===== src/rtl/usart_rx_core.sv =====
// USART receive core: oversampled 8N1/8E1/8O1 deserialiser with a small
// first-word-fall-through FIFO toward the bus-side register block.
module usart_rx_core #(
   parameter int unsigned FIFO_DEPTH = 4,
   parameter int unsigned DIV_W      = 16
) (
   input  logic             io_clk,
   input  logic             io_reset,
   input  logic             rx_pin,
   input  logic [DIV_W-1:0] baud_div,
   input  logic             parity_en,
   input  logic             parity_odd,
   output logic [7:0]       rx_data,
   output logic             rx_perr,
   output logic             rx_ferr,
   output logic             rx_valid,
   input  logic             rx_ready,
   output logic             overrun,
   input  logic             overrun_clr,
   output logic             busy
);

   localparam int unsigned AW = $clog2(FIFO_DEPTH);

   typedef enum logic [2:0] {StIdle, StStart, StData, StParity, StStop} state_e;

   state_e           state_q, state_d;
   logic             sync1_q, sync2_q, hist_q;
   logic [DIV_W-1:0] cnt_q, cnt_d;
   logic [DIV_W-1:0] div_q, div_d;
   logic [DIV_W-1:0] half;
   logic [2:0]       bit_q, bit_d;
   logic [7:0]       shift_q, shift_d;
   logic             perr_q, perr_d;
   logic             samp_a_q, samp_a_d, samp_b_q, samp_b_d;
   logic             at_a, at_b, at_res, at_wrap, maj, fall;
   logic             push, push_ferr;

   logic [9:0]       mem_q [FIFO_DEPTH];
   logic [AW:0]      wr_ptr_q, rd_ptr_q;
   logic             empty, full, pop, do_push, overrun_q;
   logic [9:0]       head;

   assign fall    = hist_q & ~sync2_q;
   assign half    = div_q >> 1;
   assign at_a    = (cnt_q == half - DIV_W'(1));
   assign at_b    = (cnt_q == half);
   assign at_res  = (cnt_q == half + DIV_W'(1));
   assign at_wrap = (cnt_q == div_q - DIV_W'(1));
   assign maj     = (samp_a_q & samp_b_q) | (samp_a_q & sync2_q) | (samp_b_q & sync2_q);
   assign busy    = (state_q != StIdle);

   always_comb begin
      state_d   = state_q;
      cnt_d     = at_wrap ? '0 : cnt_q + DIV_W'(1);
      div_d     = div_q;
      bit_d     = bit_q;
      shift_d   = shift_q;
      perr_d    = perr_q;
      samp_a_d  = at_a ? sync2_q : samp_a_q;
      samp_b_d  = at_b ? sync2_q : samp_b_q;
      push      = 1'b0;
      push_ferr = 1'b0;
      unique case (state_q)
         StIdle: begin
            cnt_d = '0;
            if (fall) begin
               state_d = StStart;
               div_d   = baud_div;
               bit_d   = '0;
               perr_d  = 1'b0;
            end
         end
         StStart: begin
            if (at_res && maj) state_d = StIdle;
            else if (at_wrap)  state_d = StData;
         end
         StData: begin
            if (at_res) shift_d = {maj, shift_q[7:1]};
            if (at_wrap) begin
               bit_d = bit_q + 3'd1;
               if (bit_q == 3'd7) state_d = parity_en ? StParity : StStop;
            end
         end
         StParity: begin
            if (at_res) perr_d = ((^shift_q) ^ maj) != parity_odd;
            if (at_wrap) state_d = StStop;
         end
         StStop: begin
            // Wrap fallback keeps an illegal tiny divisor from stalling here.
            if (at_res || at_wrap) begin
               push      = 1'b1;
               push_ferr = ~maj;
               state_d   = StIdle;
            end
         end
         default: state_d = StIdle;
      endcase
   end

   always_ff @(posedge io_clk) begin
      if (io_reset) begin
         state_q  <= StIdle;
         sync1_q  <= 1'b1;
         sync2_q  <= 1'b1;
         hist_q   <= 1'b1;
         cnt_q    <= '0;
         div_q    <= '0;
         bit_q    <= '0;
         shift_q  <= '0;
         perr_q   <= 1'b0;
         samp_a_q <= 1'b1;
         samp_b_q <= 1'b1;
      end else begin
         state_q  <= state_d;
         sync1_q  <= rx_pin;
         sync2_q  <= sync1_q;
         hist_q   <= sync2_q;
         cnt_q    <= cnt_d;
         div_q    <= div_d;
         bit_q    <= bit_d;
         shift_q  <= shift_d;
         perr_q   <= perr_d;
         samp_a_q <= samp_a_d;
         samp_b_q <= samp_b_d;
      end
   end

   assign empty   = (wr_ptr_q == rd_ptr_q);
   assign full    = (wr_ptr_q[AW] != rd_ptr_q[AW]) &&
                    (wr_ptr_q[AW-1:0] == rd_ptr_q[AW-1:0]);
   assign rx_valid = ~empty;
   assign pop     = rx_valid & rx_ready;
   // A pop in the same cycle frees the slot, so a full FIFO still accepts.
   assign do_push = push & (~full | pop);
   assign head    = mem_q[rd_ptr_q[AW-1:0]];
   assign rx_data = rx_valid ? head[7:0] : 8'h00;
   assign rx_perr = rx_valid & head[8];
   assign rx_ferr = rx_valid & head[9];
   assign overrun = overrun_q;

   always_ff @(posedge io_clk) begin
      if (io_reset) begin
         wr_ptr_q  <= '0;
         rd_ptr_q  <= '0;
         overrun_q <= 1'b0;
      end else begin
         if (do_push) wr_ptr_q <= wr_ptr_q + (AW+1)'(1);
         if (pop)     rd_ptr_q <= rd_ptr_q + (AW+1)'(1);
         overrun_q <= (overrun_q & ~overrun_clr) | (push & full & ~pop);
      end
   end

   always_ff @(posedge io_clk) begin
      if (do_push) mem_q[wr_ptr_q[AW-1:0]] <= {push_ferr, perr_q, shift_q};
   end

endmodule


===== config.mk =====
export PLATFORM = sky130hd
export DESIGN_NAME = usart_rx_core
export DESIGN_NICKNAME = d
export VERILOG_FILES = /design/src/rtl/usart_rx_core.sv
export SDC_FILE = /design/constraint.sdc
export NUM_CORES = 1
export LEC_CHECK = 0
export CORE_UTILIZATION = 35
export DETAILED_ROUTE_END_ITERATION = 6
export SKIP_CTS_REPAIR_TIMING = 1
export SYNTH_ARGS = -nofsm -noshare
export SYNTH_HDL_FRONTEND = slang
export SYNTH_SLANG_ARGS = --single-unit
export TNS_END_PERCENT = 10

===== constraint.sdc =====
create_clock -name io_clk -period 4 [get_ports io_clk]
set_clock_uncertainty 0.15 [all_clocks]
set_input_delay 0.8 -clock io_clk [delete_from_list [all_inputs] [get_ports io_clk]]
set_output_delay 0.8 -clock io_clk [all_outputs]
set_load 0.01 [all_outputs]

# ---- Word level (Yosys, flattened, before mapping)
# Memories as Yosys holds them, arrays and structs flattened. A register that Yosys moved wholly into a read port is not among the register bits.
# Index checks and enable logic that the tools add are counted.
dict set report word_totals {
  romBits 0
  register_bits 59
  latch_bits 0
  n_memories 1
  ram_bits 40
}
# memory depth word_bits read_ports rd_ports_with_merged_regs wr line
set mem_list {}
lappend mem_list {mem_q 4 10 1 1 1 39} ;# logic [9:0] mem_q [FIFO_DEPTH];
dict set report classes {
  order_cmp 0
  n_shift 0
  eq_ne 20
  n_mux 24
  n_div 0
  bitwise_logic 22
  n_reduce_logical 14
  add_sub_neg 7
  n_mul 0
}
# op count
set op_table {}
lappend op_table {{16-bit equality test} 3}
lappend op_table {{3-bit 2-to-1 mux} 10}
lappend op_table {{15-bit by 1-bit adder with 16-bit output, second input constant} 1}
lappend op_table {{16-bit by 1-bit adder with 16-bit output, second input constant} 1}
lappend op_table {{16-bit by 15-bit equality test with 1-bit output} 1}
lappend op_table {{15-bit by 1-bit subtractor with 16-bit output, second input constant} 1}
lappend op_table {{16-bit by 1-bit subtractor with 16-bit output, second input constant} 1}
lappend op_table {{3-bit one-hot mux with 5 select lines} 1}
lappend op_table {{2-bit inequality test, second input constant} 6}
lappend op_table {{1-bit AND} 11}
lappend op_table {{3-bit by 1-bit adder with 3-bit output, second input constant} 3}
lappend op_table {{1-bit 2-to-1 mux} 8}
lappend op_table {{8-bit 2-to-1 mux} 1}
lappend op_table {{8-bit XOR reduction} 1}
lappend op_table {{3-bit by 2-bit equality test with 1-bit output, second input constant} 2}
lappend op_table {{3-bit equality test, second input constant} 2}
lappend op_table {{1-bit NOT} 6}
lappend op_table {{3-bit one-hot mux with 2 select lines} 1}
lappend op_table {{3-bit AND reduction} 2}
lappend op_table {{6-bit AND reduction} 1}
lappend op_table {{2-bit 2-to-1 mux} 2}
lappend op_table {{1-bit OR} 4}
lappend op_table {{2-bit AND reduction} 2}
lappend op_table {{2-bit nonzero test} 2}
lappend op_table {{other kinds (12)} 14}

# ---- Longest topological paths before layout
# Gate-level depths: netlist (run 1).
dict set report depth {
  word_depth 8
  ltp_mapped 13
  depth_no_buf 10
}

# ---- Worst setup path before layout (run 1)
# OpenSTA, ideal clock, no wires.
dict set report synth_timing {
  path_kind {register to register}
  startpoint {register div_q[2]}
  endpoint {memory mem_q[3][0], enable pin}
  arrival_time_ns 3.033
  synth_period_minus_slack_ns 3.573
  slack_ns 0.427
  t_required_ns 3.460
  setup_ns 0.390
  stages_incl_launch_ff 11
  path_cell_list {dfxtp_1 clkbuf_1 inv_1 ha_1 a211oi_1 and3_1 nor4b_1 a31oi_1 nand4bb_1 a2bb2oi_2 nor3_1}
}
dict set report synth_between {
  elab_chain_cells 8
}
# item line
set synth_lines {}
lappend synth_lines {{start: declaration} 30} ;# logic [DIV_W-1:0] div_q, div_d;
lappend synth_lines {{start signal: assignment} 120} ;# div_q <= div_d;
lappend synth_lines {{16-bit by 1-bit subtractor with 16-bit output / 15-bit by 1-bit adder with 16-bit output (equally long branches)} {49, 48}}
lappend synth_lines {{16-bit equality test, on equally long branches} {49, 48}}
lappend synth_lines {{1-bit logical OR (*)} 91} ;# if (at_res || at_wrap) begin
lappend synth_lines {{1-bit 2-to-1 mux (*)} 91}
lappend synth_lines {{1-bit 2-to-1 mux (*)} 64} ;# unique case (state_q)
lappend synth_lines {{1-bit AND (*)} 135} ;# assign do_push = push & (~full | pop);
lappend synth_lines {{1-bit 2-to-1 mux (*)} 155} ;# if (do_push) mem_q[wr_ptr_q[AW-1:0]] <= {push_ferr, perr_q, shift_q};
lappend synth_lines {{1-bit 2-to-1 mux (implied by the code) (*)} 155}
lappend synth_lines {{end: declaration} 39}
# Every way passes the cells marked *; elsewhere a longest branch is shown, timed or not.

# ---- Worst setup path after layout (run 1)
dict set report layout_timing {
  startpoint {register div_q[6]}
  endpoint {memory mem_q[0][1], enable pin}
}
# The elaborated chain is that of the path after synthesis.

==> results.md, run 1 <==
- Core footprint: 16100 µm²
- Fillers: ~1600
- Via count: 4553
- GR Layer Usage met2: a little over a quarter
- Global route hottest layer: met2
- Final setup viols: 0
- Pins Over Slew Limit: 0
- Die W: between 100 and 150 µm
- Total grt overflow: 0
- Worst Setup End Kind: register
- Clock Tree Root: clkbuf_16
- Startpoint type of the worst setup path: register
- GR Util met1: 22.8%
- Iter 0 DRT Violations: between 300 and 400
- Inst Count DP: 844
- GRT Total Usage: ~17%
- Final Util: 41.5%
- FFs w/ async S/R, synth: 0%
- Share of cells above drive strength 1: between 10% and 20%
- Clock Path Buffers: 2
- Reg clk slew, reported paths: 0.07 ns
- Synth Cell Area: around 6000 µm²
- WP data arrival: 3.60 ns
- Synth area leaders: dfxtp_1 (21%), edfxtp_1 (21%), xnor2_1 (6.7%)
- Fin cells: 860
- Leakage dissipation: roughly 0.0023 µW
- Crit Path Class: register to register
- TritonCTS clock tree: done
- Unrepaired setup endpoints after global routing: false
- DRC errors left: 0
- Initial antenna violation count: 0
- Final hold vios: 0
- Post-Route WL: around 14000 µm
- Slew at the pin closest to its max-slew limit: ~0.67 ns
- FF/Latch Area: between 2000 and 2500 µm²
- Final Cycle Share: 93.7%
- Die Y: 131 µm
- Fin crit period: ~3.7 ns
- Vias in the first global route: 4387
- Rows: between 40 and 50
- Placer Congestion: ~0.93
- Hold/Removal Path Class: register to register
- Mapped Nets: roughly 660
- Post-synth top area cell: dfxtp_1
- Dpl ws: 0.266 ns
- Final HPWL DP: 10500 µm
- P&R area growth vs syn: 14.4%
- Yosys warns: 0
- GR Layer Usage met3: under 10%
- Max Freq: 267 MHz
- Leading cell type by number of instances after synthesis: nand2_1
- CP max FO: 12
- Sequential area share after synthesis: 41.4%
- Per-cell routed wire length: ~16 µm
- Max-slew headroom: 54.9%
- Setup TNS: 0 ns
- Peak VDD IR: 0.234 mV
- Status: complete, no violations
- Number of flops mapped to enable cells by yosys: 40
- DRT antenna net count: 0
- Distinct cells, synth: 74
- Ys flop type: dfxtp_1
- CTS buffer count: 9
- Post-synth top area share: between 20% and 30%
- CTS sink count: approximately 100
- MaxCap Viol Count: 0
- I/O pin count: 36
- H-tree Lvls: 3
- Nets: 674
- Initial Utilization: between 30% and 40%
- IO buf count: 35
- Drt first pass iters: 5
- Multi-input logic area: 3180 µm²
- Synthesis-stage register bit count: 101
- CP required: 3.85 ns
- Maximum number of pins on one net before global-route repair: 29
- Vias per cell: 5.29
- Syn Inst Count: 620
- Fin worst setup slack: 0.251 ns
- Worst-Skew Late Latency: 0.36 ns
- DIE AREA: 17200 µm²
- PwrDens: 336 nW/µm²
- Top cells by count, synth: nand2_1 (67), dfxtp_1 (61), nor2_1 (53)
- Mean Syn Cell Area: 9.43 µm²
- N_diodes: 0
- Global-route wire length before repair: 23300 µm
[per-layer routing]
metal | vias to the layer above | wire, µm | share of wire (%)
li1 | 2250 | - | -
met1 | 2190 | 6790 | 48
met4 | 0 | 308 | 2.2
met2 | 93 | 6440 | 46
met5 | - | 0 | 0
met3 | 20 | 602 | 4.3
[path summary, 6_finish.rpt]
check	start	end	slack (ns)	depth (start not counted)
worst min-delay path	sync1_q	sync2_q	0.27	1
worst max register to register	div_q[6]	mem_q[0][1]	0.25	7
worst min register to register	sync1_q	sync2_q	0.27	1
worst max-delay path	div_q[6]	mem_q[0][1]	0.25	7
[worst max-delay path: stages, from the launching register on]
cell,delay (ns)
dfxtp_1,0.73
nand4_4,0.27
or4b_1,0.59
a21oi_2,0.17
o21ai_2,0.09
or4_4,0.56
o22ai_2,0.27
and3_1,0.55
[cell usage in the layout (no fill, tap or decap), drive strengths merged, types with 5 or more instances in the layout]
| cell type | count |
|---|---|
| nor4 | 10 |
| clkbuf | 9 |
| mux4 | 10 |
| clkdlybuf4s50 | 35 |
| and2 | 14 |
| nor3 | 21 |
| or3 | 7 |
| a21oi | 31 |
| mux2i | 14 |
| dfxtp | 61 |
| xnor2 | 45 |
| nand3 | 31 |
| nand2 | 67 |
| and3 | 10 |
| ha | 12 |
| inv | 18 |
| or4 | 7 |
| or2 | 6 |
| o21ai | 16 |
| xor2 | 29 |
| edfxtp | 40 |
| buf | 14 |
| nor2 | 53 |
| nand4 | 12 |
| a31oi | 5 |
[metrics by stage]
step | cell area [µm²] | total power [µW] | hold slack (ns)
after CTS | 6690 | 2270 | 0.270
after global placement | 6380 | 1370 | 0.258
after floorplan | 5840 | 1290 | 0.239
after detailed placement | 6380 | 1370 | 0.248
final | 6690 | 2250 | 0.266
after global routing | 6690 | 2340 | 0.302
[logic make-up (layout without fill, tap and decap cells)]
logic type | count (synthesis) | count (layout) | share of synthesized area (%)
buffers and inverters | 55 | 79 | 4.13
adders and majority gates | 13 | 13 | 2.74
AOI/OAI and AO/OA | 89 | 89 | 10.2
DFF | 101 | 101 | 41.4
muxes | 25 | 25 | 6.44
and+or+nand+nor | 263 | 263 | 23.9
xor gates and xnor gates | 74 | 74 | 11.1
[sequential cells by signal, indices dropped and copies added (netlist names), 3 cells and up, named ones only]
signal	flops
bit_q	3
cnt_q	16
div_q	16
mem_q	40
rd_ptr_q	3
shift_q	8
state_q	3
wr_ptr_q	3
[report_power, final]
group | switching, µW | total [µW] | internal (µW)
Clock | 448 | 896 | 449
Combinational | 141 | 262 | 121
Sequential | 20.8 | 1090 | 1070
[area by class of cell]
cell class	count	share of cell area (%)
Multi-Input combinational cell	464	47.6
Tap cell	216	4.04
Sequential cell	101	36.2
Clock buffer	9	3.37
Inverter	14	0.786
Timing Repair Buffer	49	6.81
Clock inverter	7	1.18
(Power assumes the default switching activity.)
==> run 2: changes to the inputs <==
--- a/config.mk
+++ b/config.mk
@@ -5,8 +5,10 @@
 export SDC_FILE = /design/constraint.sdc
 export NUM_CORES = 1
 export LEC_CHECK = 0
+export CAP_MARGIN = 20
 export CORE_UTILIZATION = 35
 export DETAILED_ROUTE_END_ITERATION = 6
+export MAX_ROUTING_LAYER = met4
 export SKIP_CTS_REPAIR_TIMING = 1
 export SYNTH_ARGS = -nofsm -noshare
 export SYNTH_HDL_FRONTEND = slang
==> results.md, run 2 (synthesis results as in run 1) <==
- GRT Total Usage: 18.1%
- Via count: between 4000 and 5000
- Pins Over Slew Limit: 0
- P&R area growth vs syn: 14.5%
- Slew at the pin closest to its max-slew limit: 0.664 ns
- MaxCap Viol Count: 0
- Vias in the first global route: around 4400
- Placer Congestion: 0.966
- Hold Path Depth: 1
- Fin crit period: ~3.8 ns
- Fin cells: 860
- Hold Worst Slack: 0.275 ns
- Family with the most delay on the worst path: simple AND/OR/NAND/NOR gates
- Per-cell routed wire length: 16.8 µm
- Global-route wire length before repair: 23800 µm
- Sw power: 615 µW
- Clock Path Buffers: 2
- CP max-delay cell: dfxtp_1
- Final Cycle Share: 94.5%
- Initial Utilization: 36.3%
- CTS buffer count: 9
- Internal Power: 1640 µW
- CP max FO: 12
- Startpoint type of the worst setup path: register
- Switch share: a little over a quarter
- Status: complete, no violations
- Fin area: around 6700 µm²
- Leading cell type in the layout, fill and taps excluded: nand2_1
- Rows: 46
- Comb pwr share: 11.7%
- Die W: 131 µm
- CP required: 3.86 ns
- DRC errors left: 0
- Max Freq: 265 MHz
- Setup TNS: 0 ns
- Iter 0 DRT Violations: 388
- Critical path cell sequence: nand4_4, or4b_1, a21oi_2, o21ai_2, or4_4, o22ai_2, and3_1
- DRT antenna net count: 0
- Total stage count of the critical path: 7
- Max reg flops: 40
- Final setup viols: 0
- Fin worst setup slack: between 0.2 and 0.25 ns
- Placed instance area: 6380 µm²
- Unrepaired setup endpoints after global routing: false
- DIE AREA: about 17000 µm²
- Peak VDD IR: 0.185 mV
- Most frequent cells in the layout: nand2_1 (67), dfxtp_1 (61), nor2_1 (53)
- Final hold vios: 0
- Final HPWL DP: 10600 µm
- Maximum number of pins on one net before global-route repair: 29
- CTS sink count: slightly above 100
- Sequential share of power: 48.3%
- FF-to-FF path depth: 7
- Worst Setup End Kind: register
- N_diodes: 0
- Worst-Skew Late Latency: approximately 0.36 ns
- Vias per cell: between 5 and 6
- Die Y: 131 µm
- Initial antenna violation count: 0
- Max-slew headroom: 55.4%
- Drt first pass iters: 5
- CP bufs+invs: 0
- Dpl ws: 0.228 ns
- Clock Tree Root: clkbuf_16
- I/O pin count: 36
- Post-Route WL: 14400 µm
- Share of cells above drive strength 1: about 10%
- WP data arrival: 3.64 ns
- Hold/Removal Path Class: register to register
- Nets: roughly 670
- H-tree Lvls: 3
- Reg clk slew, reported paths: 0.08 ns
- PwrDens: 337 nW/µm²
- Clock Power Share: 40.0%
- IO buf count: 35
- Critical path's largest stage delay: around 0.74 ns
- Total grt overflow: 0
- TritonCTS clock tree: done
- Crit Path Class: register to register
- Inst Count DP: 844
- Leakage dissipation: 0.00235 µW
- Core footprint: between 15000 and 20000 µm²
## run 2: power by group through the flow
stage	combinational, µW	sequential [µW]	clock, µW
finish	263	1090	903
floorplan	194	1100	0
global route	288	1090	969
detailed placement	259	1110	0
global placement	258	1110	0
CTS	261	1090	926
## run 2: worst register-to-register path: cells and delay by family, from the launching register on
family	cells	cell delay [ns]
AND/OR/NAND/NOR	4	1.98
AO/OA/AOI/OAI	3	0.54
flip-flops	1	0.74
## run 2: through the flow
stage	power, µW	utilization [%]
6_report	2260	41.5
5_1_grt	2350	41.5
4_1_cts	2280	41.5
3_5_place_dp	1370	39.6
3_3_place_gp	1370	39.6
2_1_floorplan	1290	-
## run 2: final timing paths
kind         startpoint           to  slack [ns]
max            div_q[6]  mem_q[0][9]        0.22
min reg2reg     sync1_q      sync2_q        0.27
min             sync1_q      sync2_q        0.27
max reg2reg    div_q[6]  mem_q[0][9]        0.22
## run 2: routing by layer
metal | track usage [%] | vias up | part of all wire [%]
li1 | - | 2251 | -
met4 | 6.86 | 0 | 2.0
met3 | 3.40 | 22 | 5.4
met2 | 27.7 | 134 | 46
met1 | 23.8 | 2178 | 46
met5 | - | - | 0
## run 2: layout make-up
class	count	area, µm²
inverters	14	52.6
well taps	216	270
multi-input cells	464	3180
fillers	1609	9420
repair buffers	49	455
clock inverters	7	86.3
clock buffers	9	225
flip-flops and latches	101	2420
==> run 3: changes to the inputs <==
--- a/config.mk
+++ b/config.mk
@@ -6,6 +6,7 @@
 export NUM_CORES = 1
 export LEC_CHECK = 0
 export CAP_MARGIN = 20
+export CORE_ASPECT_RATIO = 1.1
 export CORE_UTILIZATION = 35
 export DETAILED_ROUTE_END_ITERATION = 6
 export MAX_ROUTING_LAYER = met4
==> results.md, run 3 (synthesis results as in run 1) <==
- Status: finished with violations
- Failing checks: design-rule violations
- I/O pin count: 36
- P&R area growth vs syn: 14.9%
- DRT antenna net count: 0
- H-tree Lvls: 3
- Worst-Skew Late Latency: 0.36 ns
- Core footprint: ~16000 µm²
- GRT Total Usage: 17.4%
- Leakage dissipation: 0.00238 µW
- Global-route wire length before repair: 22500 µm
- Die W: 125 µm
- Peak VDD IR: roughly 0.18 mV
- Pins Over Slew Limit: 0
- Max Freq: 273 MHz
- Post-Route WL: 13800 µm
- IO buf count: 35
- Unrepaired setup endpoints after global routing: false
- TritonCTS clock tree: done
- Crit Path Class: register to register
- Hold/Removal Path Class: register to register
- Sequential share of power: between 40% and 50%
- Most frequent cells in the layout: nand2_1 (67), dfxtp_1 (61), nor2_1 (53)
- Per-cell routed wire length: 16.1 µm
- Die Y: 138 µm
- Fin worst setup slack: 0.331 ns
- Max reg flops: 40
- Vias per cell: between 5 and 6
- Total grt overflow: 0
- Setup TNS: 0 ns
- Internal Power: roughly 1700 µW
- CP max FO: 10
- Max-slew headroom: 57.6%
- Comb pwr share: about an eighth
- Final Cycle Share: 91.7%
- PwrDens: ~340 nW/µm²
- Placer Congestion: 0.890
- Drt first pass iters: 6
- Initial antenna violation count: 0
- Sw power: around 590 µW
- Worst Setup End Kind: register
- MaxCap Viol Count: 0
- Rows: 49
- Slew at the pin closest to its max-slew limit: 0.635 ns
- Switch share: 25.7%
- Clock Path Buffers: 2
- Leading cell type in the layout, fill and taps excluded: nand2_1
- Multi-input logic area: 3180 µm²
- N_diodes: 0
- Fillers: 1568
- Reg clk slew, reported paths: 0.07 ns
- Via count: 4563
- WP data arrival: 3.52 ns
- Initial Utilization: 35.7%
- Final hold vios: 0
- Dpl ws: 0.353 ns
- CTS buffer count: 9
- Startpoint type of the worst setup path: register
- Clock Tree Root: clkbuf_16
- Final HPWL DP: 10400 µm
- Fin crit period: 3.67 ns
- Iter 0 DRT Violations: 264
- Maximum number of pins on one net before global-route repair: 29
- DIE AREA: between 15000 and 20000 µm²
- CTS sink count: 101
- Share of cells above drive strength 1: 10.6%
- Final setup viols: 0
- DRC errors left: 6
- CP required: 3.85 ns
- FF/Latch Area: 2420 µm²
- Vias in the first global route: 4491
- Clock Power Share: 40.4%
- Nets: 679
==> run 3: cell count changes in the layout (fill, tap and decap cells not counted) <==
| cell | before | now |
|---|---|---|
| inv_6 | 2 | 5 |
| clkinv_4 | 1 | 0 |
| buf_4 | 14 | 19 |
| and3_2 | 1 | 0 |
| bufinv_16 | 0 | 1 |
| and3_1 | 9 | 10 |
| inv_12 | 1 | 0 |
| clkinv_8 | 2 | 0 |
==> run 3: critical path, stage by stage, from the launching register on <==
cell	delay [ns]
dfxtp_1	0.53
ha_1	0.32
or3b_1	0.36
a211o_1	0.30
nand3_1	0.11
nand4_1	0.18
or4_4	0.58
o22ai_2	0.28
and3_1	0.51
==> run 3: cell type report <==
| class | count | area share [%] |
|---|---|---|
| Clock inverter | 7 | 1.27 |
| Tap cell | 204 | 3.80 |
| Timing Repair Buffer | 54 | 7.34 |
| Inverter | 14 | 0.783 |
| Sequential cell | 101 | 36.1 |
| Multi-Input combinational cell | 464 | 47.4 |
| Clock buffer | 9 | 3.35 |
==> run 3: final timing paths <==
check / start / end / slack (ns) / cells past startpoint
worst max-delay path: div_q[1] / mem_q[0][5] / 0.33 / 8
worst max register to register: div_q[1] / mem_q[0][5] / 0.33 / 8
worst min register to register: sync1_q / sync2_q / 0.27 / 1
worst min-delay path: sync1_q / sync2_q / 0.27 / 1
==> run 3: per-layer routing <==
layer | track usage (%) | routed length [µm] | share of wire [%]
met3 | 3.42 | 386 | 2.8
met1 | 18.6 | 5920 | 43
met5 | - | 0 | 0
met4 | 7.72 | 403 | 2.9
met2 | 31.4 | 7060 | 51
==> run 3: power by group through the flow <==
stage	clock (µW)	sequential, µW	combinational [µW]
global placement	0	1110	269
finish	923	1090	273
CTS	947	1090	272
global route	993	1090	300
detailed placement	0	1110	271
floorplan	0	1100	194
==> run 3: per-stage QoR <==
step	std cells	area [µm²]	hold slack [ns]	power (µW)	util, %
floorplan	620	5840	0.239	1290	-
global placement	837	6400	0.251	1380	39.1
detailed placement	837	6400	0.251	1380	39.1
CTS	853	6710	0.276	2310	41.0
global route	853	6710	0.303	2380	41.0
finish	853	6710	0.272	2280	41.0
